### src/rtl/ntt_agu_pkg.sv
// ntt_agu_pkg: FSM encoding and bank-index constants shared by the NTT address generator
package ntt_agu_pkg;

    typedef enum logic [1:0] {IDLE, READ, DRAIN, DONE} state_t;

    localparam logic [1:0] PAIR0_BASE = 2'd0;
    localparam logic [1:0] PAIR1_BASE = 2'd2;

    function automatic logic [1:0] dst_bank(input logic pair, input logic hi);
        return (pair ? PAIR0_BASE : PAIR1_BASE) | {1'b0, hi};
    endfunction

endpackage

### src/rtl/ntt_agu_dly.sv
// ntt_agu_dly: DEPTH-deep valid shift register that freezes while hold is high
module ntt_agu_dly
    import ntt_agu_pkg::*;
#(
    parameter int DEPTH = 3
) (
    input  logic clk,
    input  logic rst_n,
    input  logic hold,
    input  logic din,
    output logic dout
);

    logic [DEPTH-1:0] sr;

    always_ff @(posedge clk or negedge rst_n)
        if (!rst_n)
            sr <= '0;
        else if (!hold)
            sr <= DEPTH'({sr, din});

    assign dout = sr[DEPTH-1];

endmodule

### src/rtl/ntt_agu.sv
// ntt_agu: in-place NTT/INTT read, write and twiddle address generator over four ping-pong banks
module ntt_agu
    import ntt_agu_pkg::*;
#(
    parameter int LOGN    = 8,
    parameter int BFU_LAT = 3,
    parameter int AW      = LOGN - 1,
    parameter int TW_AW   = $clog2(LOGN * (2 ** LOGN) / 2)
) (
    input  logic                       clk,
    input  logic                       rst_n,
    input  logic                       start,
    input  logic                       inverse,
    input  logic                       hold,
    output logic                       busy,
    output logic                       done,
    output logic [$clog2(LOGN+1)-1:0]  stage,
    output logic                       rd_en,
    output logic                       rd_pair,
    output logic [AW-1:0]              rd_addr,
    output logic                       tw_en,
    output logic [TW_AW-1:0]           tw_addr,
    output logic                       wr_en,
    output logic [1:0]                 wr_bank,
    output logic [AW-1:0]              wr_addr0,
    output logic [AW-1:0]              wr_addr1
);

    localparam int HALF    = 2 ** (LOGN - 1);
    localparam int QTR     = HALF / 2;
    localparam int SW      = $clog2(LOGN + 1);
    localparam int DW      = $clog2(BFU_LAT + 1);
    localparam int TW_LAST = LOGN * HALF - 1;

    state_t          state;
    logic [AW-1:0]   k;
    logic [AW-1:0]   j;
    logic [AW-1:0]   m;
    logic [DW-1:0]   d;
    logic            inv;
    logic            wr_raw;
    logic            hi;
    logic [31:0]     tw_idx;

    always_ff @(posedge clk or negedge rst_n)
        if (!rst_n) begin
            state <= IDLE;
            stage <= '0;
            k     <= '0;
            d     <= '0;
            inv   <= 1'b0;
        end else if (!hold) begin
            case (state)
                IDLE: if (start) begin
                    state <= READ;
                    stage <= '0;
                    k     <= '0;
                    inv   <= inverse;
                end
                READ: begin
                    k <= (k == AW'(HALF - 1)) ? '0 : k + 1'b1;
                    if (k == AW'(HALF - 1)) begin
                        state <= DRAIN;
                        d     <= '0;
                    end
                end
                DRAIN: begin
                    d <= d + 1'b1;
                    if (d == DW'(BFU_LAT - 1)) begin
                        if (stage == SW'(LOGN - 1))
                            state <= DONE;
                        else begin
                            stage <= stage + 1'b1;
                            state <= READ;
                        end
                    end
                end
                default: state <= IDLE;
            endcase
        end

    ntt_agu_dly #(.DEPTH(BFU_LAT)) u_dly (
        .clk  (clk),
        .rst_n(rst_n),
        .hold (hold),
        .din  (rd_en),
        .dout (wr_raw)
    );

    // Write index j: first half fills the lower bank of the opposite pair, second half the upper.
    always_ff @(posedge clk or negedge rst_n)
        if (!rst_n)
            j <= '0;
        else if (!hold && wr_raw)
            j <= (j == AW'(HALF - 1)) ? '0 : j + 1'b1;

    assign hi       = j >= AW'(QTR);
    assign m        = AW'({(hi ? j - AW'(QTR) : j), 1'b0});
    assign tw_idx   = 32'(stage) * 32'(HALF) + 32'(k);

    assign busy     = state != IDLE;
    assign done     = (state == DONE) && !hold;
    assign rd_en    = (state == READ) && !hold;
    assign tw_en    = rd_en;
    assign rd_pair  = stage[0];
    assign rd_addr  = k;
    assign tw_addr  = TW_AW'(inv ? 32'(TW_LAST) - tw_idx : tw_idx);
    assign wr_en    = wr_raw && !hold;
    assign wr_bank  = busy ? dst_bank(stage[0], hi) : 2'd0;
    assign wr_addr0 = m;
    assign wr_addr1 = busy ? (m | AW'(1)) : '0;

endmodule

### config.mk
export PLATFORM = sky130hd
export DESIGN_NAME = ntt_agu
export DESIGN_NICKNAME = d
export VERILOG_FILES = /design/src/rtl/ntt_agu_pkg.sv /design/src/rtl/ntt_agu_dly.sv /design/src/rtl/ntt_agu.sv
export SDC_FILE = /design/constraint.sdc
export NUM_CORES = 1
export LEC_CHECK = 0
export ABC_AREA = 1
export CAP_MARGIN = 20
export CORE_UTILIZATION = 50
export DETAILED_ROUTE_END_ITERATION = 10
export PLACE_DENSITY = 0.85
export SKIP_CTS_REPAIR_TIMING = 1
export SYNTH_ARGS = -nofsm -noshare
export SYNTH_HDL_FRONTEND = slang
export SYNTH_SLANG_ARGS = --single-unit
### constraint.sdc
create_clock -name clk -period 1.98 [get_ports clk]
set_input_delay 0.396 -clock clk [delete_from_list [all_inputs] [get_ports clk]]
set_output_delay 0.396 -clock clk [all_outputs]
set_load 0.1 [all_outputs]
Yosys cells after proc, flatten, opt, wreduce, memory -nomap -nowiden. Index checks and enable logic that the tools add are counted.

Output and inout port bits: 43. Register bits after elaboration: 26.

Add/sub/neg operators: 7. Multiplexer cells: 20. Equal/unequal tests: 11. Bitwise logic cells: 2. Reductions and logical operators: 14. Order comparisons: 1.

Operators by type and width (number): 7-bit two-way mux (4); 7-bit by 1-bit adder with 7-bit output (second input constant) (2); 7-bit equality test (second input constant) (2); 2-bit two-way mux (7); 7-bit case mux with 2 select lines (1); 4-bit two-way mux (3); 10-bit by 7-bit adder with 10-bit output (1); 10-bit two-way mux (1); 10-bit subtractor (first input constant) (1); 3-bit AND reduction (3); 2-bit != test (second input constant) (4); 4-bit case mux with 2 select lines (1); 2-bit nonzero test (4); 7-bit >= comparator (second input constant) (1); 2-bit equality test (second input constant) (3); 6-bit two-way mux (1); 2-bit case mux with 3 select lines (1); 6-bit by 1-bit subtractor with 6-bit output (second input constant) (1); 5-bit AND reduction (1); 4-bit by 1-bit adder with 4-bit output (second input constant) (1); 4-bit by 3-bit equality test with 1-bit output (second input constant) (1); 2-bit case mux with 2 select lines (1); 4-bit AND reduction (1); 1-bit logical AND (3); other kinds (6) (6).

Logic depth before layout (Yosys ltp). Gate-level depths: netlist of run 1.

Depth after elaboration: 4. Gate-level depth with buffers: 9.

Modules after synthesis. A second synthesis of run 1 with hierarchy kept.

Cells, all modules: 226. Area total of the unflattened synthesis: 1649.1 µm².

Modules (own cells, without submodules): ntt_agu (instances 1, cells an instance 213, area an instance 1536.5 µm²); ntt_agu_dly (instances 1, cells an instance 13, area an instance 112.6 µm²).

Worst setup path before layout of run 1. No wires, ideal clock.

Path type: reg-to-output. Start point: register k[2] (netlist: rd_addr[2]). End point: output port tw_addr[2]. Arrival time: 2644 ps. Data required time: 1584 ps. Buffers on the path: 1. Cell stages (with the launch flop): 3. Setup slack: -1060 ps. Cell sequence: dfrtp_1 > clkbuf_2 > xor2_1.

Cells in the longest elaborated chain, start to end: 3.

RTL lines: start: declaration (line ntt_agu.sv:36) `logic [AW-1:0] k;`; start signal: assignment (line ntt_agu.sv:61) `k <= (k == AW'(HALF - 1)) ? '0 : k + 1'b1;`; 10-bit by 7-bit adder with 10-bit output (*) (line ntt_agu.sv:99) `assign tw_idx = 32'(stage) * 32'(HALF) + 32'(k);`; 10-bit subtractor (line ntt_agu.sv:107) `assign tw_addr = TW_AW'(inv ? 32'(TW_LAST) - tw_idx : tw_idx);`; 10-bit two-way mux (*) (line ntt_agu.sv:107); end: declaration (line ntt_agu.sv:22) `output logic [TW_AW-1:0] tw_addr,`.

Mark *: on every way between the ends. The rest lies on a longest branch, timed or not.

Worst setup path after layout of run 1.
Start point: register state[1]. End point: output port wr_addr1[0].

Cells in the longest elaborated chain, start to end: 2.

RTL lines: start: declaration (line ntt_agu.sv:35) `state_t state;`; start signal: assignment (line ntt_agu.sv:47) `state <= IDLE;`; start signal: assignment (line ntt_agu.sv:55) `state <= READ;`; start signal: assignment (line ntt_agu.sv:63) `state <= DRAIN;`; 2-bit nonzero test (line ntt_agu.sv:101) `assign busy = state != IDLE;`; 7-bit two-way mux (line ntt_agu.sv:111) `assign wr_addr1 = busy ? (m | AW'(1)) : '0;`; end: declaration (line ntt_agu.sv:26) `output logic [AW-1:0] wr_addr1`.

No other way between the ends.

==> Flow_metrics.wiki, run 1 <==
{| class="wikitable"
! Metric !! Value
|-
| Clock tree from TritonCTS || built
|-
| Largest stage delay on the critical path || 510 ps
|-
| Count of final setup violators || 0
|-
| Via count of the first global-routing pass || 1665
|-
| Max-Cap Viols || 0
|-
| Total half-perimeter wirelength after legalization and detailed placement || 4.19 mm
|-
| Number of cells in the design after placement || 265
|-
| Max-slew violation count || 0
|-
| Maximum buffer depth of the clock tree || 2
|-
| Total GRT Usage || 0.354
|-
| Gr ovfl total || 0
|-
| Worst endpoint required time || 1580 ps
|-
| Clock slew at the register clock pins of the worst setup and hold paths || 150 ps
|-
| Clock tree root buffer cell || sky130_fd_sc_hd__clkbuf_4
|-
| Synthesized cell area || 1530 µm²
|-
| Area of all placed cells without fillers || 2620 µm²
|-
| Total of flip-flops plus latches after synthesis || 26
|-
| Remaining routing DRC violations || 6
|-
| Core ar. || 2830 µm²
|-
| Violations in the final reports || DRC
|-
| Number of antenna repair diodes || 0
|-
| Die area || 3290 µm²
|-
| Non-Filler Instances || 272
|-
| Number of cell instances on the worst register-to-register path || 9
|-
| Cell row count || 19
|-
| Area post-placement || 2550 µm²
|-
| Number of nets with antenna violations after detailed routing || 0
|-
| Per-cell via count in the routed design || 5.94
|-
| Overall die width || 57.3 µm
|-
| Maximum number of pins on one net before global-route repair || 27
|-
| Proportion of synthesized chip area in sequential cells || 0.425
|-
| Final wirelength || 5.48 mm
|-
| Largest clock skew in the final design || 20.2 ps
|-
| Crit path max fanout || 9
|-
| Crit Path Class || reg -> out
|-
| Cell at the slowest stage of the critical path || sky130_fd_sc_hd__dfrtp_2
|-
| Layout filler cell count || 91
|-
| I/O pin cnt || 48
|-
| Antenna violations before repair || 0
|-
| Initial core utilization || 0.541
|-
| Iteration count of the initial detailed-routing pass || 8
|-
| Synth Warn # || 0
|-
| Synth-to-Final Area Change || 70.8%
|-
| Global placement routability congestion || 0.878
|-
| Unrepaired setup endpoints after global routing || no
|-
| Cells after Synth || 196
|-
| Data arrival time at the worst-slack endpoint || 1570 ps
|-
| Shortest period the worst path allows || 1970 ps
|-
| Post-route clock period utilization || 0.995
|-
| Kind of start point of the critical path || flip-flop
|-
| Kind of path behind the tightest hold check || in -> async
|-
| Avg Inst Size Synth || 7.81 µm²
|-
| Die outline height || 57.3 µm
|-
| Type of destination of the critical path || primary output
|-
| Number of distinct library cell variants in the gate-level netlist after synthesis || 27
|-
| Source of the worst register-to-register timing path || stage[0]
|-
| DR vias || 1615
|-
| Hold_ws || 406 ps
|-
| WL per Instance || 20.1 µm
|-
| First-pass GRT wire length || 8.51 mm
|-
| Crit path cell chain || nor2_2 > buf_6 > inv_1 > buf_12
|-
| # nets final || 251
|-
| Count of buffers inserted at the top-level ports || 46
|-
| Synthesized Nets || 205
|-
| Result of the run || finished, violations left
|-
| Drt first-iter violations || 109
|-
| Later-pin clock latency in the skew report || 340 ps
|-
| Critical path startpoint || state[1]
|-
| Max Fclk || 508 MHz
|-
| # clock sinks || 26
|-
| Max H-tree Level || 1
|-
| Fraction of final layout cells with drive strength greater than 1 || 0.365
|-
| Number of buffers inserted during clock tree synthesis || 3
|-
| Number of hold violations in the final report || 0
|-
| Final standard cell utilization of the core || 0.924
|}
-- cells in the final DEF, fill, tap and decap left out, types with 2 or more instances in the layout --
master,n
sky130_fd_sc_hd__buf_12,37
sky130_fd_sc_hd__buf_4,12
sky130_fd_sc_hd__clkbuf_4,3
sky130_fd_sc_hd__clkdlybuf4s50_1,3
sky130_fd_sc_hd__dfrtp_1,13
sky130_fd_sc_hd__dfrtp_2,13
sky130_fd_sc_hd__ha_1,4
sky130_fd_sc_hd__inv_1,23
sky130_fd_sc_hd__inv_2,2
sky130_fd_sc_hd__nand2_1,39
sky130_fd_sc_hd__nand3_1,8
sky130_fd_sc_hd__nand4_1,5
sky130_fd_sc_hd__nor2_1,24
sky130_fd_sc_hd__nor2_2,5
sky130_fd_sc_hd__nor3_1,4
sky130_fd_sc_hd__o21ai_0,14
sky130_fd_sc_hd__xnor2_1,2
sky130_fd_sc_hd__xor2_1,4
sky130_fd_sc_hd__xor2_4,10
-- flip-flops by register name, summed over array words and instances, names as in the netlist --
register	flops
u_dly.sr	3
stage	4
d	2
state	2
j	7
rd_addr	7
inv	1
-- synthesized netlist by cell type --
cell	instances	area [µm²]
sky130_fd_sc_hd__xor2_1	14	123
sky130_fd_sc_hd__mux2_2	1	11.3
sky130_fd_sc_hd__and2_1	1	6.26
sky130_fd_sc_hd__o21bai_1	1	7.51
sky130_fd_sc_hd__o21ai_0	14	70.1
sky130_fd_sc_hd__nand3_1	8	40.0
sky130_fd_sc_hd__dfrtp_1	26	651
sky130_fd_sc_hd__a21oi_1	1	5.00
sky130_fd_sc_hd__conb_1	1	3.75
sky130_fd_sc_hd__nand2_1	39	146
sky130_fd_sc_hd__buf_2	2	10.0
sky130_fd_sc_hd__o31ai_1	1	7.51
sky130_fd_sc_hd__o21ai_1	1	5.00
sky130_fd_sc_hd__ha_1	4	50.1
sky130_fd_sc_hd__o21a_1	1	7.51
sky130_fd_sc_hd__inv_1	24	90.1
sky130_fd_sc_hd__nand3b_1	1	7.51
sky130_fd_sc_hd__nand2_2	1	6.26
sky130_fd_sc_hd__xnor2_1	2	17.5
sky130_fd_sc_hd__nor2_2	3	18.8
sky130_fd_sc_hd__nor2_1	26	97.6
sky130_fd_sc_hd__clkbuf_2	1	5.00
sky130_fd_sc_hd__buf_4	10	75.1
sky130_fd_sc_hd__inv_2	2	7.51
sky130_fd_sc_hd__or2_2	1	6.26
sky130_fd_sc_hd__nand4_1	5	31.3
sky130_fd_sc_hd__nor3_1	5	25.0
-- final cells by class --
class                           count  area [µm²]  area share
Clock buffer                        4        26.3      0.0100
Sequential cell                    26         667       0.255
Inverter                           26         101      0.0388
Timing Repair Buffer               54         885       0.338
Multi-Input combinational cell    131         897       0.343
Tap cell                           31        38.8      0.0148
-- worst max-delay path: cells and delay by family (launching register included) --
family / cells / cell delay [ps]
AND/OR/NAND/NOR: 1 / 220
buffers and inverters: 3 / 490
flip-flops: 1 / 510
-- path summary, 6_finish.rpt --
kind / slack, ps / end
max in group asynchronous: 1270 / inv
hold / removal: 410 / j[4]
setup reg to reg: 150 / stage[0]
setup / recovery: 10 / wr_addr1[0]
hold reg to reg: 540 / u_dly.sr[1]
min in group clk: 430 / u_dly.sr[1]
-- per-layer routing --
layer / GRT usage / routed length [µm]
met2: 0.650 / 2950
met1: 0.375 / 1790
met5: 0 / 0
met4: 0.181 / 323
met3: 0.0839 / 414
-- per-stage QoR --
stage	worst slack [ps]	TNS, ps
after detailed placement	-9.46	-17.6
after CTS	-94.9	-629
after floorplan	-333	-2440
after global placement	96.7	0
final	9.64	0
after global routing	8.65	0
-- cell families (layout without fill, tap and decap cells) --
kind of cell	after synthesis	count (layout)	share of synthesized area
AND/OR/NAND/NOR	90	90	0.252
buffers and inverters	39	84	0.123
flip-flops	26	26	0.425
AO/OA/AOI/OAI	19	19	0.0670
XOR/XNOR	16	16	0.0915
adder cells (fa/ha/maj)	4	4	0.0327
other	1	1	0.00245
multiplexers	1	1	0.00735
Power of run 1 is not shown: default switching activity piles up to over one toggle a cycle in this logic, so the estimate is an artifact.
==> inputs of run 2 (changes only) <==
- HOLD_SLACK_MARGIN: unset -> 0.15
==> results of run 2 <==
Final layout, timing and power as in run 1 (identical DEF).
Power of run 2 is left out for the same reason.
